===== config.mk =====
export PLATFORM = sky130hd
export DESIGN_NAME = do_while_seq_flat
export DESIGN_NICKNAME = d
export VERILOG_FILES = /design/src/rtl/do_while_seq_if.sv /design/src/rtl/do_while_seq.sv /design/src/flat_wrapper.sv
export SDC_FILE = /design/constraint.sdc
export NUM_CORES = 1
export LEC_CHECK = 0
export BUFFER_PORTS_ARGS = -buffer_cell sky130_fd_sc_hd__buf_2
export CAP_MARGIN = 40
export CORE_ASPECT_RATIO = 1.75
export CORE_MARGIN = 5
export CORE_UTILIZATION = 48
export DETAILED_ROUTE_END_ITERATION = 16
export PLACE_DENSITY = 0.75
export SLEW_MARGIN = 5
export SYNTH_ARGS = -nofsm -noshare
export SYNTH_HDL_FRONTEND = slang
export SYNTH_SLANG_ARGS = --single-unit

===== constraint.sdc =====
create_clock -name clk -period 1.6 [get_ports clk]
set_clock_uncertainty 0.05 [all_clocks]
set_input_delay 0.4 -clock clk [delete_from_list [all_inputs] [get_ports clk]]
set_output_delay 0.4 -clock clk [all_outputs]
set_load 0.02 [all_outputs]

===== src/rtl/do_while_seq_if.sv =====
// Handshake bundle for the do-while sequencer.
// The master side represents both the control master (start/limit/abort)
// and the body engine (body_ack), since a single agent usually drives both
// from the outside.
interface do_while_seq_if #(
    parameter int CNT_W = 8
);
    logic             start;
    logic [CNT_W-1:0] limit;
    logic             abort;
    logic             body_req;
    logic             body_ack;
    logic [CNT_W-1:0] iter;
    logic             busy;
    logic             done;
    logic             aborted;

    modport master (
        output start, limit, abort, body_ack,
        input  body_req, iter, busy, done, aborted
    );

    modport slave (
        input  start, limit, abort, body_ack,
        output body_req, iter, busy, done, aborted
    );
endinterface


===== src/rtl/do_while_seq.sv =====
// Do-while loop sequencer: launches the loop body through a req/ack
// handshake, counts completed bodies and only tests iter < limit after a
// body finishes, so the body always executes at least once.
module do_while_seq #(
    parameter int CNT_W = 8
) (
    input  logic          clk,
    input  logic          rst_n,
    do_while_seq_if.slave bus
);

    typedef enum logic [1:0] {
        IDLE = 2'd0,
        BODY = 2'd1,
        COND = 2'd2,
        DONE = 2'd3
    } state_t;

    state_t           state_q, state_d;
    logic [CNT_W-1:0] lim_q,   lim_d;
    logic [CNT_W-1:0] iter_q,  iter_d;
    logic             aborted_q, aborted_d;

    // Next-state logic: abort takes priority over a same-cycle body_ack, and
    // the exit test uses the already-incremented count held in COND.
    always_comb begin
        state_d   = state_q;
        lim_d     = lim_q;
        iter_d    = iter_q;
        aborted_d = 1'b0;
        unique case (state_q)
            IDLE: begin
                if (bus.start) begin
                    lim_d   = bus.limit;
                    iter_d  = '0;
                    state_d = BODY;
                end
            end
            BODY: begin
                if (bus.abort) begin
                    aborted_d = 1'b1;
                    state_d   = IDLE;
                end else if (bus.body_ack) begin
                    iter_d  = iter_q + CNT_W'(1);
                    state_d = COND;
                end
            end
            COND: begin
                if (bus.abort) begin
                    aborted_d = 1'b1;
                    state_d   = IDLE;
                end else if (iter_q < lim_q) begin
                    state_d = BODY;
                end else begin
                    state_d = DONE;
                end
            end
            DONE: begin
                state_d = IDLE;
            end
            default: begin
                state_d = IDLE;
            end
        endcase
    end

    // State, latched bound, iteration count and the registered abort pulse.
    always_ff @(posedge clk or negedge rst_n) begin
        if (!rst_n) begin
            state_q   <= IDLE;
            lim_q     <= '0;
            iter_q    <= '0;
            aborted_q <= 1'b0;
        end else begin
            state_q   <= state_d;
            lim_q     <= lim_d;
            iter_q    <= iter_d;
            aborted_q <= aborted_d;
        end
    end

    // Moore outputs decoded straight from the state register.
    assign bus.body_req = (state_q == BODY);
    assign bus.busy     = (state_q != IDLE);
    assign bus.done     = (state_q == DONE);
    assign bus.aborted  = aborted_q;
    assign bus.iter     = iter_q;

endmodule


===== src/flat_wrapper.sv =====
// flat-port wrapper written by rule: the top's interface ports become plain ports
module do_while_seq_flat 
#(
    parameter int CNT_W = 8
)
  (clk, rst_n, bus_start, bus_limit, bus_abort, bus_body_ack, bus_body_req, bus_iter, bus_busy, bus_done, bus_aborted);
  do_while_seq_if #(.CNT_W(CNT_W)) bus_i ();
  input  logic clk;
  input  logic rst_n;
  input wire logic [$bits(bus_i.start)-1:0] bus_start;
  input wire logic [$bits(bus_i.limit)-1:0] bus_limit;
  input wire logic [$bits(bus_i.abort)-1:0] bus_abort;
  input wire logic [$bits(bus_i.body_ack)-1:0] bus_body_ack;
  output wire logic [$bits(bus_i.body_req)-1:0] bus_body_req;
  output wire logic [$bits(bus_i.iter)-1:0] bus_iter;
  output wire logic [$bits(bus_i.busy)-1:0] bus_busy;
  output wire logic [$bits(bus_i.done)-1:0] bus_done;
  output wire logic [$bits(bus_i.aborted)-1:0] bus_aborted;
  assign bus_i.start = bus_start;
  assign bus_i.limit = bus_limit;
  assign bus_i.abort = bus_abort;
  assign bus_i.body_ack = bus_body_ack;
  assign bus_body_req = bus_i.body_req;
  assign bus_iter = bus_i.iter;
  assign bus_busy = bus_i.busy;
  assign bus_done = bus_i.done;
  assign bus_aborted = bus_i.aborted;
  do_while_seq #(.CNT_W(CNT_W)) u_core (.clk(clk), .rst_n(rst_n), .bus(bus_i));
endmodule

Word level (Yosys, flattened, before mapping)
Index checks and enable logic that the tools add are counted.
{"block": "classes", "addsub": 1, "order_cmp": 1, "n_eq_ne": 7, "mux": 12, "n_reduce_logical": 7}
{"op": "2-to-1 mux 8 bit", "count": 3}
{"op": "one-hot mux 8 bit (2 select lines)", "count": 1}
{"op": "2-to-1 mux 2 bit", "count": 5}
{"op": "adder 8 x 1 -> 8 bit, second input constant", "count": 1}
{"op": "< comparator 8 bit", "count": 1}
{"op": "one-hot mux 2 bit (4 select lines)", "count": 1}
{"op": "!= test 2 bit, second input constant", "count": 3}
{"op": "equality test 2 bit, second input constant", "count": 2}
{"op": "AND reduction 2 bit", "count": 2}
{"op": "AND reduction 4 bit", "count": 1}
{"op": "nonzero test 2 bit", "count": 2}
{"op": "!= test 3 bit, second input constant", "count": 1}
{"op": "equality test 2 x 1 -> 1 bit, second input constant", "count": 1}
{"op": "zero test 2 bit", "count": 1}
{"op": "2-to-1 mux 1 bit", "count": 2}
{"op": "OR reduction 2 bit", "count": 1}
{"block": "totals", "ff_bits": 19, "inputBits": 13, "out_inout_bits": 12, "wordCells": 32}

Logic depth before layout (Yosys ltp)
Gate-level depths: netlist of run 1.
{"block": "depth", "ltp_word": 4, "mapped_depth": 7, "mapped_depth_nobuf": 6}

Worst setup path after synthesis of run 1
Ideal clock, no wire load.
{"block": "synth_path", "kind": "register -> register", "start": "register u_core.state_q[1]", "end": "register u_core.iter_q[5] (netlist: u_core.bus.iter[5])", "setup_time_ns": 0.078, "arrival_time_ns": 1.799, "t_required_ns": 1.472, "slack_ns": -0.327, "path_stages_with_launch": 8, "n_path_buf": 1, "synth_period_minus_slack_ns": 1.927, "cell_sequence": "dfrtp_1 > inv_1 > ha_1 > buf_6 > and3b_2 > o21ai_4 > or4_1 > a21oi_1"}
{"block": "synth_via", "elab_chain_len": 3, "elab_cells_between_ends": 8, "cone_classes": "4 x eq/ne; 1 x mux; 3 x reduce/logical"}
{"item": "start, declared", "line_no": "do_while_seq.sv:19", "rtl": "state_t state_q, state_d;"}
{"item": "start signal, assigned", "line_no": "do_while_seq.sv:75", "rtl": "state_q <= state_d;"}
{"item": "equality test 2 x 1 -> 1 bit (*)"}
{"item": "named net bus_body_req", "line_no": "flat_wrapper.sv:14", "rtl": "output wire logic [$bits(bus_i.body_req)-1:0] bus_body_req;"}
{"item": "!= test 2 bit (no source line) or nonzero test 2 bit (tied branches)"}
{"item": "AND reduction 4 bit (no source line)"}
{"item": "end signal, assigned", "line_no": "do_while_seq.sv:77", "rtl": "iter_q <= iter_d;"}
{"item": "end, declared", "line_no": "do_while_seq.sv:21", "rtl": "logic [CNT_W-1:0] iter_q, iter_d;"}
The timed path passes the listed nets; every way through them passes the cells marked *.
A chain may end at the register's enable or synchronous reset.

Worst setup path after layout of run 1
{"block": "layout_path", "start": "register u_core.state_q[0]", "end": "register u_core.iter_q[5] (netlist: u_core.bus.iter[5])"}
{"block": "layout_via", "elab_chain_len": 3, "elab_cells_between_ends": 8, "cone_classes": "4 x eq/ne; 1 x mux; 3 x reduce/logical"}
{"item": "equality test 2 x 1 -> 1 bit or zero test 2 bit (tied branches)", "line_no": "do_while_seq.sv:31", "rtl": "unique case (state_q)"}
{"item": "!= test 2 bit (no source line) or nonzero test 2 bit (tied branches)"}
{"item": "AND reduction 4 bit (no source line)"}
Parallel ways exist; a longest one is shown, timed or not.

==> impl_metrics.tcl, run 1 <==
set metrics [dict create \
    fin_nets 181 \
    crit_fanout 7 \
    max_freq_mhz 580.7 \
    relSlewSlack_pct 71.00 \
    syn_area_um2 1140 \
    dp.cells 172 \
    synth_warnings 0 \
    grtUsageTotal_pct 18.80 \
    grt_pass1_wl_mm 4.740 \
    period_needed_ns 1.722 \
    ys_ff_latch 19 \
    htreeDepth 1 \
    wl_mm 2.829 \
    path_buf_inv 1 \
    core_area_um2 2273 \
    outcome "finished, violations left" \
    cts_buffer_depth 2 \
    p_leak_uw 0.0007602 \
    cap_violations 0 \
    irDropWorstVdd_mv 1.118 \
    synth.most_common_cell "dfrtp_1" \
    worstMarginPinSlew_ns 0.4350 \
    utilization_pct 67.53 \
    yosys-top-cells-area "dfrtp_1, ha_1, mux2_2, inv_1, o21ai_0" \
    io_buffers 24 \
    die_y_um 74.47 \
    numCtsBuffers 3 \
    synthArstFlopShare_pct 100.0 \
    crit_family "simple AND/OR/NAND/NOR gates" \
    synthDominantCellAreaShare_pct 41.71 \
    firstDrtPassIters 4 \
    grt_max_degree 20 \
    yosysSeqAreaShare_pct 41.71 \
    arrival_ns 1.87 \
    syn2layout_area_growth_pct 34.69 \
    crit_type "flip-flop to flip-flop" \
    boundaryPins 25 \
    hold_path.class "input port to async pin" \
    synth_ff_type "dfrtp_1" \
    synth-edff-count 0 \
    vias 1004 \
    start_util_pct 50.14 \
    syn_nets 136 \
    n_antenna_cell 0 \
    cp_cell_sequence "buf_6 -> ha_4 -> and2b_2 -> o21ai_4 -> or4_1 -> a21oi_2" \
    antenna_found_initial 0 \
    gp_congestion 0.8758 \
    grt_pass1_vias 1067 \
    slowest_delay_ns 0.43 \
    setup_viol 9 \
    path_clk_slew_ns 0.08 \
    synthXorXnorAreaFrac_pct 2.305 \
    drt-initial-drc-count 48 \
    grt_setup_unrepaired "true" \
    rows 23 \
    violations "setup timing" \
    synth.avg_cell_area_um2 10.27 \
    cts.sinks 19 \
    ctsHoldBuffers 0 \
    synthAdderAreaFrac_pct 13.17 \
    min_period_over_period_pct 107.6 \
    cts_tree "done" \
    synth_cells 111 \
    worst_slack_ns -0.1222 \
    synth_top_family_by_area "simple AND/OR/NAND/NOR gates" \
    crit_required_ns 1.75 \
    synth_common_cells "dfrtp_1, ha_1, inv_1" \
    yosysUniqueCellTypes 31 \
    end_kind "flip-flop" \
    via_per_inst 5.578 \
    drv_slew 0 \
    synthMuxAreaShare_pct 8.782 \
    fin_cells 180 \
    drive_gt1_share_pct 42.58 \
    dieArea_um2 3488 \
    grt-ovfl-total 0 \
    synth_top_area_cell "dfrtp_1" \
    die_x_um 46.84 \
    synth-simple-area-share_pct 17.56 \
    hold_viol 0 \
    hpwlAfterDp_mm 2.071 \
    routedWlPerCell_um 15.72 \
    synth_compound_area_share_pct 11.86 \
    critPathSlowestCell "or4_1" \
    root_buffer "clkbuf_8" \
    insertion_delay_ns 0.26 \
    power_density_nw_per_um2 1517 \
    final_antenna_net_count 0 \
    startpoint_type "flip-flop" \
    drcViolationCount 0 \
]
## path summary, 6_finish.rpt
kind | from | to | slack, ns | cells after the start
min | rst_n | u_core.bus.iter[6]$_DFFE_PN0P_ | 0.02 | 1
max | u_core.state_q[0]$_DFFE_PN0P_ | u_core.bus.iter[5]$_DFFE_PN0P_ | -0.12 | 6
min in group clk | bus_limit[1] | u_core.lim_q[1]$_DFFE_PN0P_ | 0.31 | 2
max reg2reg | u_core.state_q[0]$_DFFE_PN0P_ | u_core.bus.iter[5]$_DFFE_PN0P_ | -0.12 | 6
min reg2reg | u_core.lim_q[1]$_DFFE_PN0P_ | u_core.lim_q[1]$_DFFE_PN0P_ | 0.46 | 1
max in group asynchronous | rst_n | u_core.state_q[0]$_DFFE_PN0P_ | 1.18 | 1
## area by class of cell
class | count | area (µm²)
timing repair buffer | 41 | 271.5
inverter | 11 | 41.29
clock inverter | 1 | 5.005
clock buffer | 3 | 41.29
fill | 175 | 738.2
sequential | 19 | 475.5
multi-input combinational | 80 | 669.4
tap | 25 | 31.28
## where the power goes
group          switching, µW  internal, µW  total [µW]
clock network            172           174         346
registers               83.4           626         710
logic                    614           658        1270
## kinds of logic after synthesis
family,count (synthesis)
AND/OR/NAND/NOR,36
AO/OA/AOI/OAI,20
buffers and inverters,12
flip-flops,19
multiplexers,9
adder cells (fa/ha/maj),12
XOR/XNOR,3
## timing repair
item                       CTS  global route
pin swaps                    5             4
resized for setup           12             5
setup endpoints to repair   16            13
buffers inserted             3             1
## flip-flops by register name (all words and copies together), names as in the netlist
register,flops
u_core.state_q,2
u_core.bus.iter,8
u_core.bus.aborted,1
u_core.lim_q,8
## per-layer routing
layer	vias to the layer above	track usage [%]	part of all wire, %
met5	-	0	0
met4	0	9.846	2.4
met3	9	2.906	5.9
met2	35	34.34	57
met1	484	19.30	35
li1	476	-	-
## per-stage QoR
stage          hold slack [ns]   TNS, ns  instance area, µm²  total power [µW]  setup slack [ns]
2_1_floorplan          0.05441   -0.1145                1152              1403           -0.1027
3_3_place_gp            0.3101  -0.03552                1390              1731          -0.03552
3_5_place_dp            0.3133   -0.2673                1390              1793           -0.1033
4_1_cts                0.03514   -0.1927                1508              2267          -0.08476
5_1_grt                0.05206    -1.167                1535              2491           -0.1766
6_report               0.01794   -0.5209                1535              2329           -0.1222
## placed cells by master, fill, tap and decap left out, types with 2 or more instances in the layout
| master | n |
|---|---|
| mux2_2 | 8 |
| buf_4 | 14 |
| a21oi_2 | 2 |
| nand2_1 | 7 |
| buf_2 | 22 |
| nor2_1 | 7 |
| ha_4 | 3 |
| nor2b_1 | 3 |
| a21oi_1 | 2 |
| nand4_1 | 2 |
| dfrtp_1 | 19 |
| o21ai_0 | 5 |
| clkbuf_8 | 3 |
| o211ai_1 | 2 |
| a211oi_1 | 2 |
| buf_6 | 5 |
| a211oi_2 | 2 |
| xnor2_1 | 2 |
| or3_1 | 3 |
| inv_1 | 10 |
| nand3_1 | 4 |
| ha_1 | 9 |
Power figures use the tool's default switching activity.
==> run 2, diff against run 1 <==
--- a/config.mk
+++ b/config.mk
@@ -5,6 +5,7 @@
 export SDC_FILE = /design/constraint.sdc
 export NUM_CORES = 1
 export LEC_CHECK = 0
+export ABC_AREA = 1
 export BUFFER_PORTS_ARGS = -buffer_cell sky130_fd_sc_hd__buf_2
 export CAP_MARGIN = 40
 export CORE_ASPECT_RATIO = 1.75
==> impl_metrics.tcl, run 2 <==
set metrics [dict create \
    outcome "finished, violations left" \
    violations "setup timing" \
    cts_buffer_depth 2 \
    gp_congestion 0.7627 \
    ys_ff_latch 19 \
    power.internal_uw 1485 \
    cap_violations 0 \
    yosysUniqueCellTypes 24 \
    period_needed_ns 1.620 \
    grt_pass1_vias 1024 \
    max_freq_mhz 617.4 \
    final_antenna_net_count 0 \
    numCtsBuffers 3 \
    cts.sinks 19 \
    firstDrtPassIters 4 \
    p_leak_uw 0.0008259 \
    relSlewSlack_pct 69.98 \
    wl_mm 2.654 \
    final_common_cell "nand2_1" \
    vias 1010 \
    setup_viol 1 \
    yosys-top-cells-area "dfrtp_1, ha_1, nand2_1, inv_1, a21oi_1" \
    synth_top_area_cell "dfrtp_1" \
    start_util_pct 50.08 \
    grt_pass1_wl_mm 4.243 \
    n_antenna_cell 0 \
    hold_path.class "input port to async pin" \
    tns_ns -0.01974 \
    startpoint_type "flip-flop" \
    r2r.worst_path.cells 9 \
    grtUsageTotal_pct 16.67 \
    grt_setup_unrepaired "true" \
    dieArea_um2 3484 \
    synthArstFlopShare_pct 100.0 \
    synthDominantCellAreaShare_pct 41.76 \
    insertion_delay_ns 0.26 \
    rows 23 \
    htreeDepth 1 \
    io_buffers 24 \
    drcViolationCount 0 \
    arrival_ns 1.72 \
    synth_warnings 0 \
    worstMarginPinSlew_ns 0.4502 \
    grt-ovfl-total 0 \
    power_switching_share_pct 42.97 \
    worstReg2RegEnd "u_core.bus.iter[5]$_DFFE_PN0P_" \
    synth_common_cells "nand2_1, inv_1, dfrtp_1" \
    hpwlAfterDp_mm 1.957 \
    crit_type "flip-flop to flip-flop" \
    fin_nets 200 \
    syn_nets 162 \
    synth_ff_type "dfrtp_1" \
    hold_viol 0 \
    antenna_found_initial 0 \
    p_sw_uw 1119 \
    routedWlPerCell_um 13.34 \
    grt_max_degree 20 \
    reg2reg_slack_ns -0.02 \
    irDropWorstVdd_mv 1.321 \
    drt-initial-drc-count 11 \
    drv_slew 0 \
    die_y_um 74.43 \
    synth.most_common_cell "nand2_1" \
    boundaryPins 25 \
    finalPower_uw 2603 \
    synth_cells 137 \
    min_period_over_period_pct 101.2 \
    worst_slack_ns -0.01974 \
    crit_required_ns 1.70 \
    via_per_inst 5.075 \
    end_kind "flip-flop" \
    crit_fanout 7 \
    core_area_um2 2273 \
    hold_slack_ns 0.02598 \
    r2r-start "u_core.state_q[0]$_DFFE_PN0P_" \
    combPwrFrac_pct 57.9 \
    final_cell_mix "nand2_1, buf_2, inv_1, dfrtp_1, a21oi_1" \
    power_density_nw_per_um2 1768 \
    synth.avg_cell_area_um2 8.311 \
    root_buffer "clkbuf_8" \
    cts_tree "done" \
    yosysSeqAreaShare_pct 41.76 \
    die_x_um 46.82 \
    syn2layout_area_growth_pct 29.34 \
    seqPwrFrac_pct 28.7 \
    synth-edff-count 0 \
    path_clk_slew_ns 0.07 \
    drive_gt1_share_pct 31.61 \
    syn_area_um2 1139 \
    pwr-share-clk_pct 13.3 \
]
[run 2: cell types whose count changed after synthesis, moves of 4 or more]
cell / before / now
nand2_1: 7 / 29
inv_1: 11 / 22
a21oi_1: 4 / 14
mux2_2: 8 / 1
o21ai_0: 6 / 0
o21ai_1: 0 / 6
a211oi_1: 4 / 0
[run 2: power groups by stage]
stage               Sequential (µW)  Combinational [µW]  Clock [µW]
floorplan                       798                 843           0
finish                          748                1510         347
global route                    772                1660         365
CTS                             744                1340         350
global placement                743                1160           0
detailed placement              749                1220           0
[run 2: what timing repair did]
item | in CTS | in global routing
resized for setup | 6 | 9
pin swaps | 0 | 4
buffers inserted | 2 | 3
hold buffers | 0 | 0
setup endpoints to repair | 4 | 7
[run 2: per-layer routing]
metal / track usage, % / part of all wire (%)
met1: 18.09 / 37
met2: 30.26 / 55
met3: 2.906 / 6.0
met4: 6.769 / 2.1
met5: 0 / 0
[run 2: worst max path at each step]
stage	to	slack (ns)	cells after the start	from
after floorplan	u_core.bus.iter[3]$_DFFE_PN0P_	0.002	9	u_core.state_q[1]$_DFFE_PN0P_
after global routing	u_core.bus.iter[5]$_DFFE_PN0P_	-0.13	9	u_core.state_q[0]$_DFFE_PN0P_
after CTS	u_core.bus.iter[6]$_DFFE_PN0P_	-0.0007	7	u_core.state_q[0]$_DFFE_PN0P_
after detailed placement	u_core.bus.iter[4]$_DFFE_PN0P_	0.004	9	u_core.state_q[0]$_DFFE_PN0P_
final	u_core.bus.iter[5]$_DFFE_PN0P_	-0.02	9	u_core.state_q[0]$_DFFE_PN0P_
after global placement	u_core.bus.iter[4]$_DFFE_PN0P_	0.08	9	u_core.state_q[1]$_DFFE_PN0P_
[run 2: area by class of cell]
type,count,area [µm²]
Clock buffer,4,45.04
Fill cell,201,800.8
Inverter,23,88.84
Multi-Input combinational cell,92,599.3
Sequential cell,19,475.5
Tap cell,25,31.28
Timing Repair Buffer,36,232.7
[run 2: through the flow]
step	area, µm²	cells	util, %	worst slack (ns)
after floorplan	1164	137	-	0.002000
after global placement	1345	190	59.16	0.08326
after detailed placement	1345	190	59.16	0.003593
after CTS	1424	196	62.63	-0.0006821
after global routing	1473	199	64.78	-0.1315
final	1473	199	64.78	-0.01974
[run 2: worst max-delay path, stage by stage, from the launching register on]
cell	delay, ns
dfrtp_1	0.42
buf_6	0.12
ha_4	0.19
inv_4	0.04
o21ai_2	0.11
nand2_2	0.13
nor3_4	0.25
nand3_1	0.10
nand2_1	0.07
nor2_1	0.04
[run 2: kinds of logic after synthesis]
family                     Yosys count  synth area share, %
xor gates and xnor gates             1               0.7694
buffers and inverters               26                9.560
adders and majority gates           12                13.19
and+or+nand+nor                     53                21.43
DFF                                 19                41.76
AOI/OAI and AO/OA                   25                12.31
muxes                                1               0.9889
==> run 3, diff against run 2 <==
--- a/config.mk
+++ b/config.mk
@@ -12,7 +12,8 @@
 export CORE_MARGIN = 5
 export CORE_UTILIZATION = 48
 export DETAILED_ROUTE_END_ITERATION = 16
-export PLACE_DENSITY = 0.75
+export PLACE_DENSITY = 0.71
+export SKIP_CTS_REPAIR_TIMING = 1
 export SLEW_MARGIN = 5
 export SYNTH_ARGS = -nofsm -noshare
 export SYNTH_HDL_FRONTEND = slang
==> impl_metrics.tcl, run 3 (synthesis gave the netlist of run 2 again) <==
set metrics [dict create \
    p_sw_uw 1080 \
    power_switching_share_pct 43.60 \
    gr-max-usage-layer "met2" \
    pre_cts_ws_ns 0.01594 \
    cts_buffer_depth 2 \
    grtUsageTotal_pct 16.19 \
    tns_ns -0.01422 \
    hpwlAfterDp_mm 2.018 \
    grt_use_met2_pct 31.62 \
    wl_mm 2.580 \
    power_density_nw_per_um2 1697 \
    period_needed_ns 1.614 \
    arrival_ns 1.16 \
    outcome "finished, violations left" \
    power.internal_uw 1397 \
    antenna_found_initial 0 \
    cts_tree "done" \
    seqPwrFrac_pct 30.2 \
    startpoint_type "flip-flop" \
    drcViolationCount 0 \
    worstReg2RegEnd "u_core.bus.iter[4]$_DFFE_PN0P_" \
    drv_slew 0 \
    violations "setup timing" \
    crit_fanout 8 \
    hold_path.class "input port to async pin" \
    cap_violations 0 \
    reg2reg_slack_ns 0.01 \
    grt_setup_unrepaired "true" \
    worst_slack_ns -0.01422 \
    pwr-share-clk_pct 13.6 \
    end_kind "output port" \
    fill_cells 210 \
    boundaryPins 25 \
    numCtsBuffers 3 \
    gp_congestion 0.8137 \
    core_area_um2 2273 \
    max_freq_mhz 619.5 \
    p_leak_uw 0.0008304 \
    slowest_delay_ns 0.41 \
    fin_nets 200 \
    via_per_inst 5.121 \
    dieArea_um2 3484 \
    worstMarginPinSlew_ns 0.4257 \
    grtUsageMet1_pct 15.76 \
    final_common_cell "nand2_1" \
    finalPower_uw 2476 \
    r2r-start "u_core.state_q[0]$_DFFE_PN0P_" \
    firstDrtPassIters 5 \
    irDropWorstVdd_mv 1.085 \
    final_antenna_net_count 0 \
    crit_type "flip-flop to output port" \
    die_x_um 46.82 \
    n_antenna_cell 0 \
    grt_pass1_wl_mm 4.091 \
    r2r.worst_path.cells 9 \
    utilization_pct 64.17 \
    insertion_delay_ns 0.26 \
    setup_viol 1 \
    cts.sinks 19 \
    drive_gt1_share_pct 31.03 \
    grt_util_met3_pct 2.179 \
    min_period_over_period_pct 100.9 \
    hold_viol 0 \
    crit_top_cell "buf_4" \
    routedWlPerCell_um 12.96 \
    rows 23 \
    drt-initial-drc-count 10 \
    grt_pass1_vias 1030 \
    crit_required_ns 1.15 \
    final_cell_mix "nand2_1, buf_2, inv_1" \
    htreeDepth 1 \
    syn2layout_area_growth_pct 28.13 \
    die_y_um 74.43 \
    vias 1019 \
    io_buffers 24 \
    critPathSlowestCell "dfrtp_1" \
    start_util_pct 50.08 \
    combPwrFrac_pct 56.1 \
    root_buffer "clkbuf_8" \
    relSlewSlack_pct 71.62 \
    path_clk_slew_ns 0.07 \
    grt_max_degree 20 \
    cp_cell_sequence "buf_4 -> ha_4 -> buf_4" \
    grt-ovfl-total 0 \
    hold_slack_ns 0.01839 \
]
[run 3: changes by cell type in the layout (fill, tap and decap cells not counted), sizes merged]
cell	delta
clkbuf	-1
clkinv	+1
[run 3: worst max-delay path by stage]
stage                                     endpoint  slack [ns]                           from
finish                                bus_body_req       -0.01  u_core.state_q[0]$_DFFE_PN0P_
global placement    u_core.bus.iter[4]$_DFFE_PN0P_        0.07  u_core.state_q[1]$_DFFE_PN0P_
detailed placement  u_core.bus.iter[4]$_DFFE_PN0P_        0.02  u_core.state_q[1]$_DFFE_PN0P_
CTS                                       bus_busy       -0.11  u_core.state_q[1]$_DFFE_PN0P_
global route        u_core.bus.iter[5]$_DFFE_PN0P_       -0.08  u_core.state_q[1]$_DFFE_PN0P_
floorplan           u_core.bus.iter[3]$_DFFE_PN0P_       0.002  u_core.state_q[1]$_DFFE_PN0P_
[run 3: routing by layer]
| metal | part of all wire, % | routed length (µm) |
|---|---|---|
| met3 | 5.3 | 137 |
| met2 | 56 | 1457 |
| met1 | 36 | 926 |
| met5 | 0 | 0 |
| met4 | 2.3 | 59 |
[run 3: area by class of cell]
| class | count | area, µm² | area share (%) |
|---|---|---|---|
| inverter | 23 | 88.84 | 6.089 |
| tap | 25 | 31.28 | 2.144 |
| multi-input combinational | 92 | 600.6 | 41.17 |
| timing repair buffer | 36 | 216.5 | 14.84 |
| sequential | 19 | 475.5 | 32.59 |
| clock inverter | 1 | 5.005 | 0.3431 |
| clock buffer | 3 | 41.29 | 2.830 |
[run 3: power by group through the flow]
stage / clock network, µW / logic (µW) / registers [µW]
final: 337 / 1390 / 749
after global routing: 365 / 1540 / 765
after CTS: 341 / 1240 / 746
after detailed placement: 0 / 1240 / 754
after global placement: 0 / 1180 / 747
after floorplan: 0 / 843 / 798
[run 3: through the flow]
stage | std cells | instance area, µm²
after floorplan | 137 | 1164
after detailed placement | 193 | 1368
after global placement | 193 | 1368
final | 199 | 1459
after CTS | 197 | 1414
after global routing | 199 | 1459
[run 3: critical path: cells and delay by family, from the launching register on]
kind	cells	cell delay (ns)
buffers and inverters	2	0.31
DFF	1	0.41
adders and majority gates	1	0.18
